### config.mk
export PLATFORM = sky130hd
export DESIGN_NAME = board_writer
export DESIGN_NICKNAME = d
export VERILOG_FILES = /design/src/rtl/board_writer.sv
export SDC_FILE = /design/constraint.sdc
export NUM_CORES = 1
export LEC_CHECK = 0
export BUFFER_PORTS_ARGS = -buffer_cell sky130_fd_sc_hd__buf_2
export CORE_MARGIN = 8
export CORE_UTILIZATION = 55
export CTS_CLUSTER_SIZE = 24
export DETAILED_ROUTE_END_ITERATION = 12
export GPL_TIMING_DRIVEN = 0
export PLACE_DENSITY = 0.73
export SYNTH_ARGS = -nofsm -noshare
export SYNTH_HDL_FRONTEND = slang
export SYNTH_SLANG_ARGS = --single-unit
### constraint.sdc
create_clock -name clk -period 12.1 [get_ports clk]
set_clock_uncertainty 0.05 [all_clocks]
set_input_delay 0.605 -clock clk [delete_from_list [all_inputs] [get_ports clk]]
set_output_delay 0.605 -clock clk [all_outputs]
set_load 0.005 [all_outputs]
### src/rtl/board_writer.sv
// board_writer
// Owns the 8x8 battleship board. Debounced button levels are edge-detected
// and turned into cursor moves and cell writes: ships are placed first, then
// shots are resolved against them. The renderer reads any cell through an
// asynchronous read port.
//
// Ports:
//   clk, rst            clock, asynchronous active-high reset
//   btn_u/d/l/r/c       debounced button levels (up, down, left, right, action)
//   commit              debounced level; rising edge ends placement
//   rd_x, rd_y          renderer read address
//   rd_cell             cell at (rd_x, rd_y): 0 empty, 1 ship, 2 miss, 3 hit
//   cursor_x, cursor_y  cursor position (row 0 is the top)
//   phase               0 PLACE, 1 ATTACK, 2 DONE
//   ship_count          ship cells placed
//   hit_count           hits scored
//   shot_count          resolved shots, saturating at 255
//   wr_strobe           one-cycle pulse in the cycle after a board write
module board_writer #(
  parameter int SHIP_CELLS = 17
) (
  input  logic       clk,
  input  logic       rst,
  input  logic       btn_u,
  input  logic       btn_d,
  input  logic       btn_l,
  input  logic       btn_r,
  input  logic       btn_c,
  input  logic       commit,
  input  logic [2:0] rd_x,
  input  logic [2:0] rd_y,
  output logic [1:0] rd_cell,
  output logic [2:0] cursor_x,
  output logic [2:0] cursor_y,
  output logic [1:0] phase,
  output logic [6:0] ship_count,
  output logic [6:0] hit_count,
  output logic [7:0] shot_count,
  output logic       wr_strobe
);

  localparam logic [6:0] SHIP_MAX = 7'(SHIP_CELLS);

  localparam logic [1:0] CELL_EMPTY = 2'd0;
  localparam logic [1:0] CELL_SHIP  = 2'd1;
  localparam logic [1:0] CELL_MISS  = 2'd2;
  localparam logic [1:0] CELL_HIT   = 2'd3;

  typedef enum logic [1:0] {
    PH_PLACE  = 2'd0,
    PH_ATTACK = 2'd1,
    PH_DONE   = 2'd2
  } phase_t;

  phase_t     state;
  logic [1:0] board [64];

  logic prev_u, prev_d, prev_l, prev_r, prev_c, prev_commit;
  logic press_u, press_d, press_l, press_r, press_c, press_commit;

  logic [5:0] cur_idx;
  logic [1:0] cur_cell;
  logic [2:0] next_x;
  logic [2:0] next_y;

  // Shot counter holds at its top value instead of wrapping.
  function automatic logic [7:0] sat_inc8(input logic [7:0] v);
    return (v == 8'hFF) ? v : v + 8'd1;
  endfunction

  always_comb begin
    press_u      = btn_u & ~prev_u;
    press_d      = btn_d & ~prev_d;
    press_l      = btn_l & ~prev_l;
    press_r      = btn_r & ~prev_r;
    press_c      = btn_c & ~prev_c;
    press_commit = commit & ~prev_commit;

    cur_idx  = {cursor_y, cursor_x};
    cur_cell = board[cur_idx];

    // Opposing presses in the same cycle cancel; 3-bit arithmetic wraps mod 8.
    next_x = cursor_x;
    if (press_l && !press_r)      next_x = cursor_x - 3'd1;
    else if (press_r && !press_l) next_x = cursor_x + 3'd1;

    next_y = cursor_y;
    if (press_u && !press_d)      next_y = cursor_y - 3'd1;
    else if (press_d && !press_u) next_y = cursor_y + 3'd1;
  end

  // Board is already cleared asynchronously; the gate keeps the read at 0
  // for the whole time rst is held regardless of address.
  assign rd_cell = rst ? CELL_EMPTY : board[{rd_y, rd_x}];
  assign phase   = state;

  always_ff @(posedge clk or posedge rst) begin
    if (rst) begin
      for (int i = 0; i < 64; i++) board[i] <= CELL_EMPTY;
      state       <= PH_PLACE;
      cursor_x    <= 3'd0;
      cursor_y    <= 3'd0;
      ship_count  <= 7'd0;
      hit_count   <= 7'd0;
      shot_count  <= 8'd0;
      wr_strobe   <= 1'b0;
      prev_u      <= 1'b0;
      prev_d      <= 1'b0;
      prev_l      <= 1'b0;
      prev_r      <= 1'b0;
      prev_c      <= 1'b0;
      prev_commit <= 1'b0;
    end else begin
      prev_u      <= btn_u;
      prev_d      <= btn_d;
      prev_l      <= btn_l;
      prev_r      <= btn_r;
      prev_c      <= btn_c;
      prev_commit <= commit;

      // The write below uses cur_idx, i.e. the pre-move cursor.
      cursor_x  <= next_x;
      cursor_y  <= next_y;
      wr_strobe <= 1'b0;

      case (state)
        PH_PLACE: begin
          if (press_c) begin
            if (cur_cell == CELL_EMPTY && ship_count < SHIP_MAX) begin
              board[cur_idx] <= CELL_SHIP;
              ship_count     <= ship_count + 7'd1;
              wr_strobe      <= 1'b1;
            end else if (cur_cell == CELL_SHIP) begin
              board[cur_idx] <= CELL_EMPTY;
              ship_count     <= ship_count - 7'd1;
              wr_strobe      <= 1'b1;
            end
          end
          // ship_count here is the pre-write value.
          if (press_commit && ship_count == SHIP_MAX) state <= PH_ATTACK;
        end
        PH_ATTACK: begin
          if (press_c) begin
            if (cur_cell == CELL_EMPTY) begin
              board[cur_idx] <= CELL_MISS;
              shot_count     <= sat_inc8(shot_count);
              wr_strobe      <= 1'b1;
            end else if (cur_cell == CELL_SHIP) begin
              board[cur_idx] <= CELL_HIT;
              hit_count      <= hit_count + 7'd1;
              shot_count     <= sat_inc8(shot_count);
              wr_strobe      <= 1'b1;
              if (hit_count + 7'd1 == SHIP_MAX) state <= PH_DONE;
            end
          end
        end
        default: begin
          // DONE: board and counters frozen, only the cursor moves.
        end
      endcase
    end
  end

endmodule

## Word-level counts from Yosys, hierarchy flattened

Index checks and enable logic that the tools add are counted.

- Muxes and demuxes: 37
- Reductions and logical operators: 23
- Bitwise gates (word level): 24
- Equality and inequality tests: 13
- Order comparisons: 4
- Add/sub/neg operators: 8

Operators by type and width:

| operator | count |
|---|---|
| $mux 128 | 6 |
| $pmux 128 s2 | 1 |
| $and 128x128->128 | 1 |
| $and 64x64->64 | 2 |
| $not 128->128 | 1 |
| $not 64->64 | 2 |
| $or 128x128->128 | 1 |
| $or 64x64->64 | 2 |
| $bmux 2 s6 | 2 |
| $mux 8 | 3 |
| $mux 2 | 11 |
| $add 7x1->7 const B | 2 |
| $eq 7x5->1 const B | 2 |
| $ge 7x7->1 const B | 2 |
| $mux 7 | 2 |
| $not 6->7 | 2 |
| $demux 2 s6 | 1 |
| $mux 3 | 4 |
| $ne 2x2->1 const B | 6 |
| $reduce_bool 2->1 | 5 |
| $add 8x1->8 const B | 1 |
| $eq 8x8->1 const B | 1 |
| $logic_and 1x1->1 | 7 |
| $lt 7x1->1 const B | 1 |
| other kinds (17) | 41 |

- Register bits: 165
- Logic and storage cells: 186

## Depth between registers and ports, before layout

Gate-level depths: netlist of the first run.

- Depth in word-level cells: 11
- Gate-level depth with buffers: 18
- Mapped depth without buffers: 15

## Least setup slack after synthesis of the first run

Ideal clock, no wire load.

- Path type: in2out
- From: in rst
- To: out rd_cell[0]
- Slack: 6.987 ns
- Arrival time: 4.458 ns
- Required time: 11.445 ns
- Path buffers: 0
- Stages: 2
- Cells stage by stage: inv_1 -> and2_1

- Word-level cells in the longest chain between the ends: 1

RTL lines:

| element | RTL line | source |
|---|---|---|
| start, declared | 23 | `input logic rst,` |
| $mux 2 | 94 | `assign rd_cell = rst ? CELL_EMPTY : board[{rd_y, rd_x}];` |
| end, declared | 32 | `output logic [1:0] rd_cell,` |

Every way passes these cells.

## Final worst setup path of the first run

- From: reg cursor_x[0]
- To: reg ship_count[6]

- Word-level cells in the longest chain between the ends: 8

RTL lines:

| element | RTL line | source |
|---|---|---|
| start, declared | 33 | `output logic [2:0] cursor_x,` |
| start signal, assigned | 122 | `cursor_x <= next_x;` |
| $not 6->7 (implied by the code) (*) | 80 | `cur_cell = board[cur_idx];` |
| $bmux 2 s6 (*) | 80 |  |
| $mux 2 (implied by the code) (*) (2 in series) | 80 |  |
| $logic_not 2->1 | 129 | `if (cur_cell == CELL_EMPTY && ship_count < SHIP_MAX) begin` |
| $logic_and 1x1->1 | 129 |  |
| $reduce_bool 2->1 (no line) | -- |  |
| $reduce_and 3->1 (no line) | -- |  |
| end signal, assigned | 131 | `ship_count <= ship_count + 7'd1;` |
| end signal, assigned | 135 | `ship_count <= ship_count - 7'd1;` |
| end, declared | 36 | `output logic [6:0] ship_count,` |

Every way passes the cells marked *; elsewhere a longest branch is shown, timed or not. The select of a mux whose other input is x is not followed.
A chain may end at the register's enable or synchronous reset.

==> flow_summary.json, run 1 <==
{
  "fin_util_pct": 63.2,
  "synthCells": 726,
  "grt_pass1_vias": 7455,
  "fin_area_um2": 10100,
  "grt_pass1_wl_mm": 41.8,
  "register_area_um2": 4130,
  "synth-seq-area-share_pct": 45.9,
  "slew_headroom_pct": 17.6,
  "grt_max_degree": 115,
  "vdd_drop_max_uv": 149,
  "syn_to_final_growth_pct": 12.0,
  "detail-route-antenna-nets": 0,
  "setup_total_negative_slack_ns": 0,
  "track_usage_pct": 27.0,
  "synthArstFlopShare_pct": 100,
  "die_x_um": 144,
  "initial_core_util_pct": 56.5,
  "wl_per_cell_um": 25.8,
  "post_cts_buffers": 0,
  "clockRootBuffer": "clkbuf_16",
  "cts_tree": "done",
  "fmax_mhz": 199,
  "grt_overflow": 0,
  "period_needed_ns": 5.02,
  "floorplan.die_area_um2": 20700,
  "required_ns": 12.37,
  "fillers": 1217,
  "hpwl_mm": 17.7,
  "multiInputGateArea_um2": 4600,
  "ys_top_cells_by_count": "dfrtp_1 (165), o21bai_1 (64), mux4_2 (58), nand3_1 (50)",
  "reg2reg_from": "cursor_x[0]",
  "viasPerCell": 6.91,
  "fin_nets": 817,
  "syn_area_um2": 9000,
  "remaining_drc_errors": 0,
  "layout-drive-gt1-share_pct": 20.6,
  "yosys.area.top_type": "dfrtp_1",
  "setup_viol": 0,
  "n_antenna_cell": 0,
  "antenna_found_initial": 0,
  "cp-start-kind": "register",
  "pin_count": 47,
  "hold_viol_final": 0,
  "endpoint": "ship_count[6]",
  "synth.most_common_cell": "dfrtp_1",
  "dpl_cell_area_um2": 9530,
  "htree_levels": 4,
  "crit_start": "cursor_x[0]",
  "synth_edf_count": 0,
  "p_per_area_nw_per_um2": 267,
  "cp-end-kind": "register",
  "maxCapViolCount": 0,
  "clkTransAtPathRegs_ns": 0.07,
  "cts_buffers": 17,
  "wl_mm": 26.2,
  "dp.cells": 986,
  "ff2ff_setup_slack_ns": 7.08,
  "clk-insertion-delay-late_ns": 0.44,
  "arrival_ns": 5.29,
  "ys_ff_latch": 165,
  "r2r_cells": 17,
  "clock_sink_count": 165,
  "yosys_warnings": 0,
  "whs_ns": 0.122,
  "max_slew.worst_pin.slew_ns": 1.24,
  "synth_top_area_share_pct": 45.9,
  "synth.net_count": 754,
  "rr_endpoint": "ship_count[6]",
  "die_h_um": 144,
  "first_pass_iters": 6,
  "crit_fanout": 10,
  "cts_buffer_depth": 2,
  "port_buffers": 43,
  "vias": 7033,
  "finalNonFillerCells": 1018,
  "outcome": "complete, no violations",
  "timing.final.crit_share_pct": 41.5,
  "place_congestion": 0.923,
  "p_leak_uw": 0.00442,
  "cts_hold_buf": 0,
  "yosys_most_used_dff": "dfrtp_1",
  "yosysUniqueCellTypes": 50,
  "rows": 46,
  "min_path_type": "input port to asynchronous set/reset pin",
  "drt_first_iter_violations": 805,
  "final_max_slew_viol_count": 0,
  "path_class": "register to register",
  "fp.coreArea_um2": 15900,
  "synth_area_leaders": "dfrtp_1 (46%), mux4_2 (15%), o21bai_1 (5.3%)",
  "rsz0062_at_grt": "no",
  "cts_resized": 0,
  "avgSynthCellArea_um2": 12.4
}
## power by group
group / leakage [uW] / total [uW] / switching [uW] / internal [uW]
clock network: 0.000256 / 507 / 237 / 270
logic: 0.00197 / 1260 / 764 / 491
registers: 0.00219 / 932 / 182 / 750
total: 0.00442 / 2690 / 1180 / 1510
## per-layer routing
| layer | track usage (%) | vias to the layer above | wire length, um |
|---|---|---|---|
| met5 | 0 | - | 0 |
| met4 | 13.1 | 0 | 1100 |
| met3 | 8.49 | 96 | 2810 |
| met2 | 41.5 | 485 | 12100 |
| met1 | 34.1 | 3514 | 10200 |
| li1 | - | 2938 | - |
## layout make-up
type | instances | share of cell area, %
Multi-Input combinational cell | 490 | 45.6
Inverter | 15 | 0.633
Clock buffer | 19 | 4.39
Buffer | 56 | 2.31
Timing Repair Buffer | 44 | 2.41
Tap cell | 216 | 2.68
Clock inverter | 13 | 1.01
Sequential cell | 165 | 41.0
## cells in the final DEF (no fill, tap or decap), types with 16 or more instances in the layout
| cell type | synthesis | layout |
|---|---|---|
| buf_2 | 9 | 52 |
| a31oi_1 | 40 | 40 |
| xor2_1 | 17 | 17 |
| nand2_1 | 17 | 17 |
| nand3_1 | 50 | 50 |
| clkbuf_16 | 0 | 17 |
| nand4_1 | 17 | 17 |
| mux4_2 | 58 | 58 |
| dfrtp_1 | 165 | 165 |
| o21bai_1 | 64 | 64 |
| mux2_1 | 40 | 40 |
| mux2i_1 | 36 | 36 |
| clkbuf_1 | 33 | 34 |
| nor2_1 | 16 | 16 |
## cells by family after synthesis
group / synth area share (%)
buffers and inverters: 3.21
AO/OA/AOI/OAI: 12.7
adder cells (fa/ha/maj): 2.20
XOR/XNOR: 2.43
multiplexers: 24.3
flip-flops: 45.9
AND/OR/NAND/NOR: 9.31
## stage by stage
step / power [uW] / setup WS [ns]
floorplan: 1740 / 6.96
global placement: 2090 / 5.36
detailed placement: 2150 / 7.13
CTS: 2660 / 7.09
global route: 2830 / 6.76
finish: 2690 / 7.08
## worst min-delay path by stage
stage | start | endpoint | slack (ns) | depth (start not counted)
floorplan | board[43] | board[43] | 0.40 | 1
global placement | board[43] | board[43] | 0.42 | 1
detailed placement | board[51] | board[51] | 0.43 | 1
CTS | rst | prev_c | 0.12 | 2
global route | rst | hit_count[2] | 0.14 | 2
finish | rst | hit_count[2] | 0.12 | 2
## worst max-delay path: stages, from the launching register on
cell and delay (ns):
dfrtp_1 0.38, buf_4 0.27, buf_4 0.29, buf_1 0.52, mux2i_1 0.31, a22oi_1 0.09
nand3_1 0.16, o211ai_1 0.14, a211oi_4 0.53, nand3_1 0.42, ha_1 0.42, nor2b_1 0.13
o21ai_0 0.15, nand2b_1 0.12, a21o_1 0.20, a21o_1 0.20, a41o_1 0.23, a211o_1 0.28
No activity file was read; power rests on OpenSTA's default activity.
==> run 2, diff against run 1 <==
==> constraint.sdc (replaced) <==
create_clock -name clk -period 4.8 [get_ports clk]
set_clock_uncertainty 0.05 [all_clocks]
set_input_delay 0.24 -clock clk [delete_from_list [all_inputs] [get_ports clk]]
set_output_delay 0.24 -clock clk [all_outputs]
set_load 0.005 [all_outputs]
==> flow_summary.json, run 2 (synthesis gave the netlist of run 1 again) <==
{
  "finalNonFillerCells": 1026,
  "grt_use_met1_pct": 34.2,
  "use_met3_pct": 8.13,
  "grt_pass1_vias": 7481,
  "remaining_drc_errors": 0,
  "grt_overflow": 0,
  "grt_pass1_wl_mm": 41.9,
  "drt_first_iter_violations": 830,
  "cp-end-kind": "register",
  "vdd_drop_max_uv": 376,
  "first_pass_iters": 7,
  "grt_max_degree": 115,
  "fin_util_pct": 63.8,
  "min_path_type": "input port to asynchronous set/reset pin",
  "setup_viol": 0,
  "max_slew.worst_pin.slew_ns": 1.21,
  "syn_to_final_growth_pct": 13.0,
  "initial_core_util_pct": 56.5,
  "cp_num_buf_inv": 2,
  "timing.final.crit_share_pct": 94.6,
  "die_h_um": 144,
  "cp-start-kind": "register",
  "floorplan.die_area_um2": 20700,
  "place_congestion": 0.923,
  "dp.cells": 986,
  "port_buffers": 43,
  "cts_buffers": 17,
  "crit_fanout": 10,
  "setup_total_negative_slack_ns": 0,
  "slew_headroom_pct": 19.2,
  "clkTransAtPathRegs_ns": 0.07,
  "cp_common_cell": "nand3_1",
  "fillers": 1211,
  "antenna_found_initial": 0,
  "fmax_mhz": 220,
  "hold_viol_final": 0,
  "required_ns": 5.09,
  "die_x_um": 144,
  "track_usage_pct": 27.1,
  "gr-max-usage-layer": "met2",
  "period_needed_ns": 4.54,
  "detail-route-antenna-nets": 0,
  "pin_count": 47,
  "viasPerCell": 6.98,
  "arrival_ns": 4.83,
  "fp.coreArea_um2": 15900,
  "rsz0062_at_grt": "no",
  "cts_buffer_depth": 2,
  "rows": 46,
  "use_met2_pct": 41.9,
  "worst_path_max_delay_cell": "or4_4",
  "maxCapViolCount": 0,
  "cpPeakStageDelay_ns": 0.61,
  "htree_levels": 4,
  "outcome": "complete, no violations",
  "path_class": "register to register",
  "p_per_area_nw_per_um2": 672,
  "crit_path_cell_trace": "clkbuf_1 -> and2b_1 -> a221oi_1 -> o21ai_0 -> nand3_1 -> or4_4 -> a311oi_4 -> buf_2 -> nand3_1 -> o21bai_1",
  "final_common_cell": "dfrtp_1",
  "final_cell_mix": "dfrtp_1 (165), o21bai_1 (64), mux4_2 (58), buf_2 (52), nand3_1 (49)",
  "fin_nets": 825,
  "n_antenna_cell": 0,
  "clk-insertion-delay-late_ns": 0.44,
  "vias": 7158,
  "wl_per_cell_um": 25.8,
  "p_leak_uw": 0.00446,
  "layout-drive-gt1-share_pct": 21.1,
  "cts_tree": "done",
  "clock_sink_count": 165,
  "clockRootBuffer": "clkbuf_16",
  "crit_family": "simple AND/OR/NAND/NOR gates",
  "wl_mm": 26.5,
  "hpwl_mm": 17.7,
  "final_max_slew_viol_count": 0
}
-- run 2: layout make-up --
cell class	instances	area, um^2	area share [%]
Buffer	55	231	2.28
Clock buffer	19	443	4.35
Clock inverter	13	101	0.996
Inverter	15	63.8	0.627
Multi-Input combinational cell	490	4610	45.3
Sequential cell	165	4130	40.6
Tap cell	216	270	2.66
Timing Repair Buffer	53	328	3.22
-- run 2: final timing paths --
check / to / start / slack [ns] / cells after the start
hold reg to reg: board[13] / board[13] / 0.45 / 1
setup / recovery: board[15] / cursor_x[1] / 0.26 / 10
hold / removal: cursor_y[0] / rst / 0.31 / 3
max in group asynchronous: cursor_x[0] / rst / 3.48 / 4
min in group clk: prev_u / btn_u / 0.41 / 2
setup reg to reg: board[15] / cursor_x[1] / 0.26 / 10
-- run 2: timing repair --
item | 4_1_cts | 5_1_grt
pin swaps | 0 | 1
setup endpoints to repair | 1 | 1
setup buffers | 0 | 2
hold buffers | 7 | 0
hold endpoints to repair | 57 | 0
resized for setup | 1 | 4
-- run 2: routing by layer --
layer / up-vias / wire [um]
met2: 481 / 12400
li1: 2954 / -
met3: 110 / 2780
met1: 3613 / 10200
met4: 0 / 1080
met5: - / 0
-- run 2: power by group --
part / switching [uW] / internal, uW / total, uW
registers: 462 / 1890 / 2350
clock network: 599 / 680 / 1280
logic: 1940 / 1270 / 3210
-- run 2: tightest hold or removal path, cell delays in order --
cell and delay (ns):
dlygate4sd3_1 0.53, buf_2 0.15, inv_8 0.29
-- run 2: stage by stage --
step                      hold WS (ns)  power [uW]  worst slack (ns)  cell area (um^2)
after floorplan                  0.221        4370            0.0250              9000
after global placement           0.310        5270             -1.57              9490
after detailed placement         0.226        5420            -0.167              9530
after CTS                        0.313        6710            0.0380             10100
after global routing             0.327        7180           0.00765             10200
final                            0.305        6840             0.261             10200
